--- src/rtl/tx_frame_ctrl.sv ---
// tx_frame_ctrl: frame sequencer for the I/Q up-converter.
// Each frame is a BPSK preamble, LEN payload symbols from an upstream stream, then a zero tail.
module tx_frame_ctrl #(
  parameter int          PREAMBLE_LEN = 16,
  parameter int          TAIL_LEN     = 8,
  parameter logic [15:0] AMP          = 16'h4000,
  parameter int          LEN_W        = 12
) (
  input  logic             clk,
  input  logic             rst,
  input  logic             start_i,
  input  logic             abort_i,
  input  logic [LEN_W-1:0] len_i,
  output logic             busy_o,
  output logic             done_o,
  output logic             underrun_o,
  input  logic [15:0]      s_a_i,
  input  logic [15:0]      s_b_i,
  input  logic             s_valid_i,
  output logic             s_ready_o,
  output logic [15:0]      x_a_o,
  output logic [15:0]      x_b_o,
  output logic             x_valid_o,
  input  logic             x_ready_i
);

  localparam int PRE_W  = $clog2(PREAMBLE_LEN);
  localparam int TAIL_W = $clog2(TAIL_LEN);
  localparam int MAX_PT = (PRE_W > TAIL_W) ? PRE_W : TAIL_W;
  localparam int CNT_W  = (LEN_W > MAX_PT) ? LEN_W : MAX_PT;

  localparam logic [CNT_W-1:0] PRE_LAST  = CNT_W'(PREAMBLE_LEN - 1);
  localparam logic [CNT_W-1:0] TAIL_LAST = CNT_W'(TAIL_LEN - 1);
  localparam logic [15:0]      NEG_AMP   = 16'h0000 - AMP;

  localparam logic [1:0] S_IDLE = 2'd0;
  localparam logic [1:0] S_PRE  = 2'd1;
  localparam logic [1:0] S_PAY  = 2'd2;
  localparam logic [1:0] S_TAIL = 2'd3;

  logic [1:0]       r_state;
  logic [1:0]       w_state_nx;
  logic [CNT_W-1:0] r_cnt;
  logic [CNT_W-1:0] w_cnt_nx;
  logic [CNT_W-1:0] w_len_m1;
  logic [LEN_W-1:0] r_len;
  logic             r_done;
  logic             r_underrun;
  logic             w_xfer;
  logic             w_start;
  logic             w_pay_xfer;
  logic             w_tail_end;

  assign x_valid_o  = (r_state != S_IDLE);
  assign busy_o     = (r_state != S_IDLE);
  assign done_o     = r_done;
  assign underrun_o = r_underrun;

  assign w_xfer     = x_valid_o & x_ready_i;
  assign w_start    = (r_state == S_IDLE) & start_i;
  assign w_pay_xfer = (r_state == S_PAY) & w_xfer;
  assign w_tail_end = (r_state == S_TAIL) & w_xfer & (r_cnt == TAIL_LAST);
  assign w_len_m1   = CNT_W'(r_len) - CNT_W'(1);

  // Next-state and symbol counter; abort overrides the counter even when an xfer completes
  always_comb begin
    w_state_nx = r_state;
    w_cnt_nx   = r_cnt;
    case (r_state)
      S_IDLE: begin
        if (start_i) begin
          w_state_nx = S_PRE;
          w_cnt_nx   = {CNT_W{1'b0}};
        end else begin
          w_state_nx = S_IDLE;
        end
      end
      S_PRE: begin
        if (abort_i) begin
          w_state_nx = S_TAIL;
          w_cnt_nx   = {CNT_W{1'b0}};
        end else if (w_xfer && (r_cnt == PRE_LAST)) begin
          w_state_nx = (r_len == {LEN_W{1'b0}}) ? S_TAIL : S_PAY;
          w_cnt_nx   = {CNT_W{1'b0}};
        end else if (w_xfer) begin
          w_cnt_nx = r_cnt + CNT_W'(1);
        end else begin
          w_cnt_nx = r_cnt;
        end
      end
      S_PAY: begin
        if (abort_i || (w_xfer && (r_cnt == w_len_m1))) begin
          w_state_nx = S_TAIL;
          w_cnt_nx   = {CNT_W{1'b0}};
        end else if (w_xfer) begin
          w_cnt_nx = r_cnt + CNT_W'(1);
        end else begin
          w_cnt_nx = r_cnt;
        end
      end
      S_TAIL: begin
        if (w_tail_end) begin
          w_state_nx = S_IDLE;
          w_cnt_nx   = {CNT_W{1'b0}};
        end else if (w_xfer) begin
          w_cnt_nx = r_cnt + CNT_W'(1);
        end else begin
          w_cnt_nx = r_cnt;
        end
      end
      default: begin
        w_state_nx = S_IDLE;
        w_cnt_nx   = {CNT_W{1'b0}};
      end
    endcase
  end

  // Symbol mux: payload is passed straight through so the up-converter never waits
  always_comb begin
    x_a_o     = 16'h0000;
    x_b_o     = 16'h0000;
    s_ready_o = 1'b0;
    case (r_state)
      S_PRE: begin
        x_a_o = r_cnt[0] ? NEG_AMP : AMP;
      end
      S_PAY: begin
        s_ready_o = x_ready_i;
        if (s_valid_i) begin
          x_a_o = s_a_i;
          x_b_o = s_b_i;
        end else begin
          x_a_o = 16'h0000;
          x_b_o = 16'h0000;
        end
      end
      default: begin
        x_a_o     = 16'h0000;
        x_b_o     = 16'h0000;
        s_ready_o = 1'b0;
      end
    endcase
  end

  // State registers, latched length, done pulse and sticky underrun flag
  always_ff @(posedge clk or posedge rst) begin
    if (rst) begin
      r_state    <= S_IDLE;
      r_cnt      <= {CNT_W{1'b0}};
      r_len      <= {LEN_W{1'b0}};
      r_done     <= 1'b0;
      r_underrun <= 1'b0;
    end else begin
      r_state <= w_state_nx;
      r_cnt   <= w_cnt_nx;
      r_done  <= w_tail_end;
      if (w_start) begin
        r_len      <= len_i;
        r_underrun <= 1'b0;
      end else if (w_pay_xfer && !s_valid_i) begin
        r_underrun <= 1'b1;
      end else begin
        r_underrun <= r_underrun;
      end
    end
  end

endmodule
--- config.mk ---
export PLATFORM = sky130hd
export DESIGN_NAME = tx_frame_ctrl
export DESIGN_NICKNAME = d
export VERILOG_FILES = /design/src/rtl/tx_frame_ctrl.sv
export SDC_FILE = /design/constraint.sdc
export NUM_CORES = 1
export LEC_CHECK = 0
export CORE_UTILIZATION = 60
export DETAILED_ROUTE_END_ITERATION = 16
export DONT_BUFFER_PORTS = 1
export GPL_TIMING_DRIVEN = 0
export PLACE_DENSITY = 0.77
export SYNTH_ARGS = -nofsm -noshare
export SYNTH_HDL_FRONTEND = slang
export SYNTH_SLANG_ARGS = --single-unit
--- constraint.sdc ---
create_clock -name clk -period 9 [get_ports clk]
set_input_delay 1.8 -clock clk [delete_from_list [all_inputs] [get_ports clk]]
set_output_delay 1.8 -clock clk [all_outputs]
set_load 0.03 [all_outputs]
==> impl_metrics.py, run 1 <==
metrics = {
    "floorplanning": {
        "core-area_um2": 3390,
        "die_y_um": 62.0,
        "io_pins": 87,
        "die_w_um": 62.0,
        "row_count": 21,
        "dieArea_um2": 3840,
        "start_util": 0.637,
    },
    "cts": {
        "cts_tree": "built",
        "post_cts_buffers": 0,
        "cts_max_level": 1,
        "cts_resized": 0,
        "clock_path_buffers": 2,
        "clk_pin_slew_ps": 150,
        "clock-sinks": 28,
        "cts_root_buffer": "clkbuf_4",
        "clock_latency_ps": 330,
        "cts_hold_buf": 0,
        "cts_buffers": 3,
    },
    "detailed_routing": {
        "antenna_left": 0,
        "vias": 1733,
        "post_drt_wl_per_cell_um": 14.9,
        "firstDrtPassIters": 4,
        "post-route-drc-count": 0,
        "vias_per_cell": 5.93,
        "initialDrtViolationCount": 73,
        "finalWirelength_um": 4360,
    },
    "grt": {
        "grt_max_degree": 29,
        "grt_pass1_vias": 1446,
        "grt-ovfl-total": 0,
        "gr-usage-all-layers": 0.233,
        "grt_pass1_wl_um": 6680,
        "antenna_found_initial": 0,
    },
    "final_layout": {
        "multi_input_area_um2": 1360,
        "fillers": 297,
        "seq_area_um2": 701,
        "syn_to_final_growth_pct": 5.10,
        "nets": 304,
        "antenna_cells": 0,
        "design_area_um2": 2270,
        "drive_gt1_frac": 0.122,
    },
    "logic_synthesis": {
        "synthArstFlopShare": 1.00,
        "ys_top_cells_by_count": "and3_1 (38), dfrtp_1 (28), mux2_2 (13)",
        "synth_top_area_frac": 0.325,
        "synth_area_um2": 2160,
        "yosysUniqueCellTypes": 51,
        "yosys.area.top_type": "dfrtp_1",
        "synth_edf_count": 0,
        "synth_flop_cell": "dfrtp_1",
        "synth_nets": 299,
        "synthTopCellsByArea": "dfrtp_1 (32%), and3_1 (11%), mux2_2 (6.8%), ha_1 (4.1%), xnor2_1 (4.1%)",
        "synth-seq-cells": 28,
        "syn-mean-instance-area_um2": 8.92,
        "yosysMostFrequentCell": "and3_1",
        "syn_inst": 242,
        "yosys_warnings": 0,
        "ys_seq_area_frac": 0.325,
    },
    "timing": {
        "setup_tns_ps": 0,
        "fin_crit_sh": 0.501,
        "hold_violations": 0,
        "relSlewSlack": 0.288,
        "tightest_slew_ps": 1070,
        "setup_viol": 0,
        "slew_viol_final": 0,
        "fmax_mhz": 222,
        "rsz0062_at_grt": "false",
        "fin_crit_ps": 4510,
        "fin_skew_ps": 4.73,
    },
    "placement": {
        "place.port_buffers": 0,
        "gp_congestion": 0.825,
        "hpwlAfterDp_um": 3300,
        "dpl_cell_area_um2": 2220,
    },
    "run_status": {
        "status": "completed",
    },
    "critical_path": {
        "cp-end-kind": "output pin",
        "worstSetupPathType": "in2out",
        "r2r-end": "r_cnt[4]",
        "ff2ff_setup_slack_ps": 5580,
        "crit_required_ps": 7200,
        "cp.arrival_ps": 2710,
        "r2r_cells": 12,
        "critical_path.startpoint": "s_valid_i",
        "crit_path_start_kind": "primary input",
        "path_max_fanout": 10,
        "r2r-start": "r_len[0]",
    },
    "power": {
        "p_sw_uw": 338,
        "p_seq_frac": 0.308,
        "leakage_uw": 0.00109,
        "peakVddDrop_uv": 208,
        "p_per_area_nw_per_um2": 310,
        "switching_share": 0.481,
        "power_frac_clock": 0.118,
        "p_int_uw": 365,
        "power_frac_comb": 0.574,
    },
    "job": {
        "cap_violations": 0,
    },
    "hold_path": {
        "hold-path-cell-count": 1,
        "hp-class": "reg2reg",
        "holdCritStartpoint": "r_len[1]",
        "min_to": "r_len[1]",
    },
}
## critical path: stages
cell	delay, ps
and2_0	260
clkbuf_1	270
and3_1	380
## cell type report
class,count,share of cell area
Buffer,13,0.0303
Clock buffer,3,0.00993
Clock inverter,1,0.0132
Inverter,9,0.0149
Multi-Input combinational cell,192,0.597
Sequential cell,28,0.309
Tap cell,46,0.0254
## layer usage
metal	global-route usage	vias up	part of all wire
li1	-	889	-
met1	0.331	790	0.49
met2	0.363	46	0.46
met3	0.0580	8	0.040
met4	0.0413	0	0.012
met5	0	-	0
## power by group through the flow
stage / clock (uW) / combinational, uW / sequential, uW
finish: 82.8 / 404 / 217
global route: 89.3 / 455 / 223
CTS: 84.9 / 404 / 216
detailed placement: 0 / 402 / 218
global placement: 0 / 393 / 217
floorplan: 0 / 351 / 205
## placed cells by master, fill, tap and decap left out, types with 6 or more instances in the layout
cell | Yosys | routed
a21oi_1 | 11 | 11
a22o_1 | 6 | 6
and3_1 | 38 | 38
clkbuf_1 | 9 | 9
dfrtp_1 | 28 | 28
ha_1 | 7 | 7
inv_1 | 9 | 9
mux2_2 | 13 | 13
nand2_1 | 8 | 8
nand2b_1 | 7 | 7
nor2_1 | 10 | 10
nor2b_1 | 9 | 9
o21ai_0 | 11 | 11
xnor2_1 | 10 | 10
xor2_1 | 8 | 8
## sequential cells by signal (all words and copies together), names as in the netlist
name	cells
r_state	2
done_o	1
underrun_o	1
r_cnt	12
r_len	12
## worst max path at each step
stage,to,slack [ps],cells after the start
after floorplan,x_a_o[0],4610,3
after CTS,x_a_o[0],4490,3
after global placement,x_a_o[0],4530,3
after global routing,x_a_o[10],4300,3
final,x_a_o[0],4490,3
after detailed placement,x_a_o[0],4500,3
## cell families after synthesis
kind of cell,count (synthesis),synth area share
AO/OA/AOI/OAI,45,0.139
buffers and inverters,22,0.0475
flip-flops,28,0.325
XOR/XNOR,18,0.0730
multiplexers,14,0.0725
AND/OR/NAND/NOR,108,0.303
adder cells (fa/ha/maj),7,0.0406
## stage by stage
step / power [uW] / cells / util / worst slack (ps) / hold slack, ps
6_report: 703 / 292 / 0.669 / 4490 / 572
3_5_place_dp: 621 / 288 / 0.654 / 4500 / 535
2_1_floorplan: 557 / 242 / - / 4610 / 494
4_1_cts: 705 / 292 / 0.669 / 4490 / 570
3_3_place_gp: 611 / 288 / 0.654 / 4530 / 515
5_1_grt: 768 / 292 / 0.669 / 4300 / 599
Note: power is estimated with default switching activity, not from simulation.
==> run 2, diff against run 1 <==
Clock period 9 ns to 4.2 ns, I/O delays scaled along.
==> results of run 2 <==
The final DEF is identical to that of run 1. Status: completed.
Main changes from that run: setup slack after placement 4500 ps -> 824 ps; setup slack after layout 4490 ps -> 775 ps; start point of the critical path s_valid_i -> r_len[0]; end point of the critical path x_a_o[0] -> r_cnt[4]; register-to-register setup slack 5580 ps -> 780 ps; total power 703 uW -> 1510 uW; worst IR drop on VDD 208 uV -> 446 uV
==> run 3, diff against run 2 <==
Clock period 4.2 ns to 3.5 ns, I/O delays scaled along.
==> run 3 against run 2 <==
Cell area about the same. Wire length up 0.27%. Cell count down 0.34%. Setup slack worse by 530 ps. Flip-flop and latch count unchanged.
==> impl_metrics.py, run 3 (synthesis results as in run 1) <==
metrics = {
    "timing": {
        "setup_tns_ps": 0,
        "fin_crit_ps": 3260,
        "slew_viol_final": 0,
        "relSlewSlack": 0.291,
        "fin_crit_sh": 0.931,
        "fmax_mhz": 307,
        "rsz0062_at_grt": "false",
        "hold_violations": 0,
        "fin_skew_ps": 5.17,
        "tightest_slew_ps": 1060,
        "setup_viol": 0,
    },
    "critical_path": {
        "cp.arrival_ps": 3490,
        "cp-end-kind": "flop",
        "r2r_cells": 11,
        "critical_path.startpoint": "r_len[0]",
        "worstSetupPathType": "reg2reg",
        "r2r-end": "r_cnt[4]",
        "ff2ff_setup_slack_ps": 240,
        "path_max_fanout": 10,
        "crit_required_ps": 3730,
        "crit_path_start_kind": "flop",
        "cp-endpoint": "r_cnt[4]",
        "r2r-start": "r_len[0]",
    },
    "floorplanning": {
        "core-area_um2": 3390,
        "io_pins": 87,
        "start_util": 0.637,
        "dieArea_um2": 3840,
        "row_count": 21,
        "die_y_um": 62.0,
        "die_w_um": 62.0,
    },
    "cts": {
        "cts_root_buffer": "clkbuf_4",
        "cts_buffers": 3,
        "clk_pin_slew_ps": 150,
        "clock_latency_ps": 330,
        "cts_tree": "built",
        "clock_path_buffers": 2,
        "cts_max_level": 1,
        "cts_hold_buf": 0,
        "clock-sinks": 28,
    },
    "grt": {
        "grt_pass1_vias": 1446,
        "gr-usage-all-layers": 0.233,
        "grt_max_degree": 29,
        "grt_pass1_wl_um": 6680,
        "antenna_found_initial": 0,
        "grt-ovfl-total": 0,
    },
    "placement": {
        "place.port_buffers": 0,
        "dpl_cell_area_um2": 2220,
        "hpwlAfterDp_um": 3300,
        "gp_congestion": 0.825,
    },
    "hold_path": {
        "hp-class": "in2reg",
    },
    "detailed_routing": {
        "finalWirelength_um": 4380,
        "firstDrtPassIters": 4,
        "vias_per_cell": 5.95,
        "post-route-drc-count": 0,
        "post_drt_wl_per_cell_um": 15.0,
        "vias": 1732,
        "initialDrtViolationCount": 95,
        "antenna_left": 0,
    },
    "power": {
        "leakage_uw": 0.00109,
        "p_per_area_nw_per_um2": 799,
        "peakVddDrop_uv": 536,
    },
    "final_layout": {
        "syn_to_final_growth_pct": 5.04,
        "final_cell_mix": "and3_1 (38), dfrtp_1 (28), mux2_2 (13)",
        "layout_commonest_cell": "and3_1",
        "reg.largest.list": "r_cnt: 12 flops, r_len: 12 flops, r_state: 2 flops",
        "drive_gt1_frac": 0.127,
        "design_area_um2": 2270,
        "antenna_cells": 0,
        "nets": 303,
    },
    "run_status": {
        "status": "completed",
    },
    "job": {
        "cap_violations": 0,
    },
}
==> run 3: final cells by class <==
class	count	area, um^2
clock buffers	3	22.5
plain buffers	12	65.1
inverters	9	33.8
fillers	295	1120
well taps	46	57.6
multi-input cells	192	1360
flip-flops and latches	28	701
clock inverters	1	30.0
==> run 3: worst max-delay path: stages (launching register included) <==
cell and delay (ps):
dfrtp_1 440, inv_1 70, ha_2 270, or4b_2 650, nor4b_1 360, a32o_1 180, o22ai_1 100, nor4_2 350
o22a_2 290, buf_6 160, o21ai_0 90, a22o_1 200
==> run 3: timing repair <==
item / 4_1_cts / 5_1_grt
hold endpoints to repair: 0 / 0
gates resized for setup: 0 / 1
buffers inserted: 0 / 0
setup endpoints to repair: 0 / 11
==> run 3: through the flow <==
stage | hold WS [ps] | setup slack [ps] | total power [uW] | utilization | cells
2_1_floorplan | 494 | 542 | 1430 | - | 242
6_report | 458 | 243 | 1810 | 0.669 | 291
4_1_cts | 448 | 86.6 | 1810 | 0.669 | 292
3_5_place_dp | 535 | 124 | 1600 | 0.654 | 288
5_1_grt | 439 | 52.8 | 1980 | 0.669 | 291
3_3_place_gp | 515 | 225 | 1570 | 0.654 | 288
==> run 3: power by group <==
part	internal (uW)	leakage [uW]	switching (uW)	total, uW
sequential	421	0.000358	137	558
clock	116	0.0000279	96.1	212
combinational	407	0.000699	635	1040
total	944	0.00109	868	1810
==> run 3: layer usage <==
layer | routed length, um | track usage | vias to the layer above | share of wire
li1 | - | - | 883 | -
met2 | 2000 | 0.363 | 49 | 0.46
met3 | 191 | 0.0580 | 8 | 0.044
met5 | 0 | 0 | - | 0
met1 | 2140 | 0.331 | 792 | 0.49
met4 | 51 | 0.0413 | 0 | 0.012
==> run 3: worst min-delay path by stage <==
stage          startpoint    endpoint  depth (start not counted)
2_1_floorplan    r_len[1]    r_len[1]                          1
3_3_place_gp     r_len[1]    r_len[1]                          1
3_5_place_dp     r_len[1]    r_len[1]                          1
4_1_cts           start_i  underrun_o                          1
5_1_grt           start_i  underrun_o                          1
6_report          start_i  underrun_o                          1
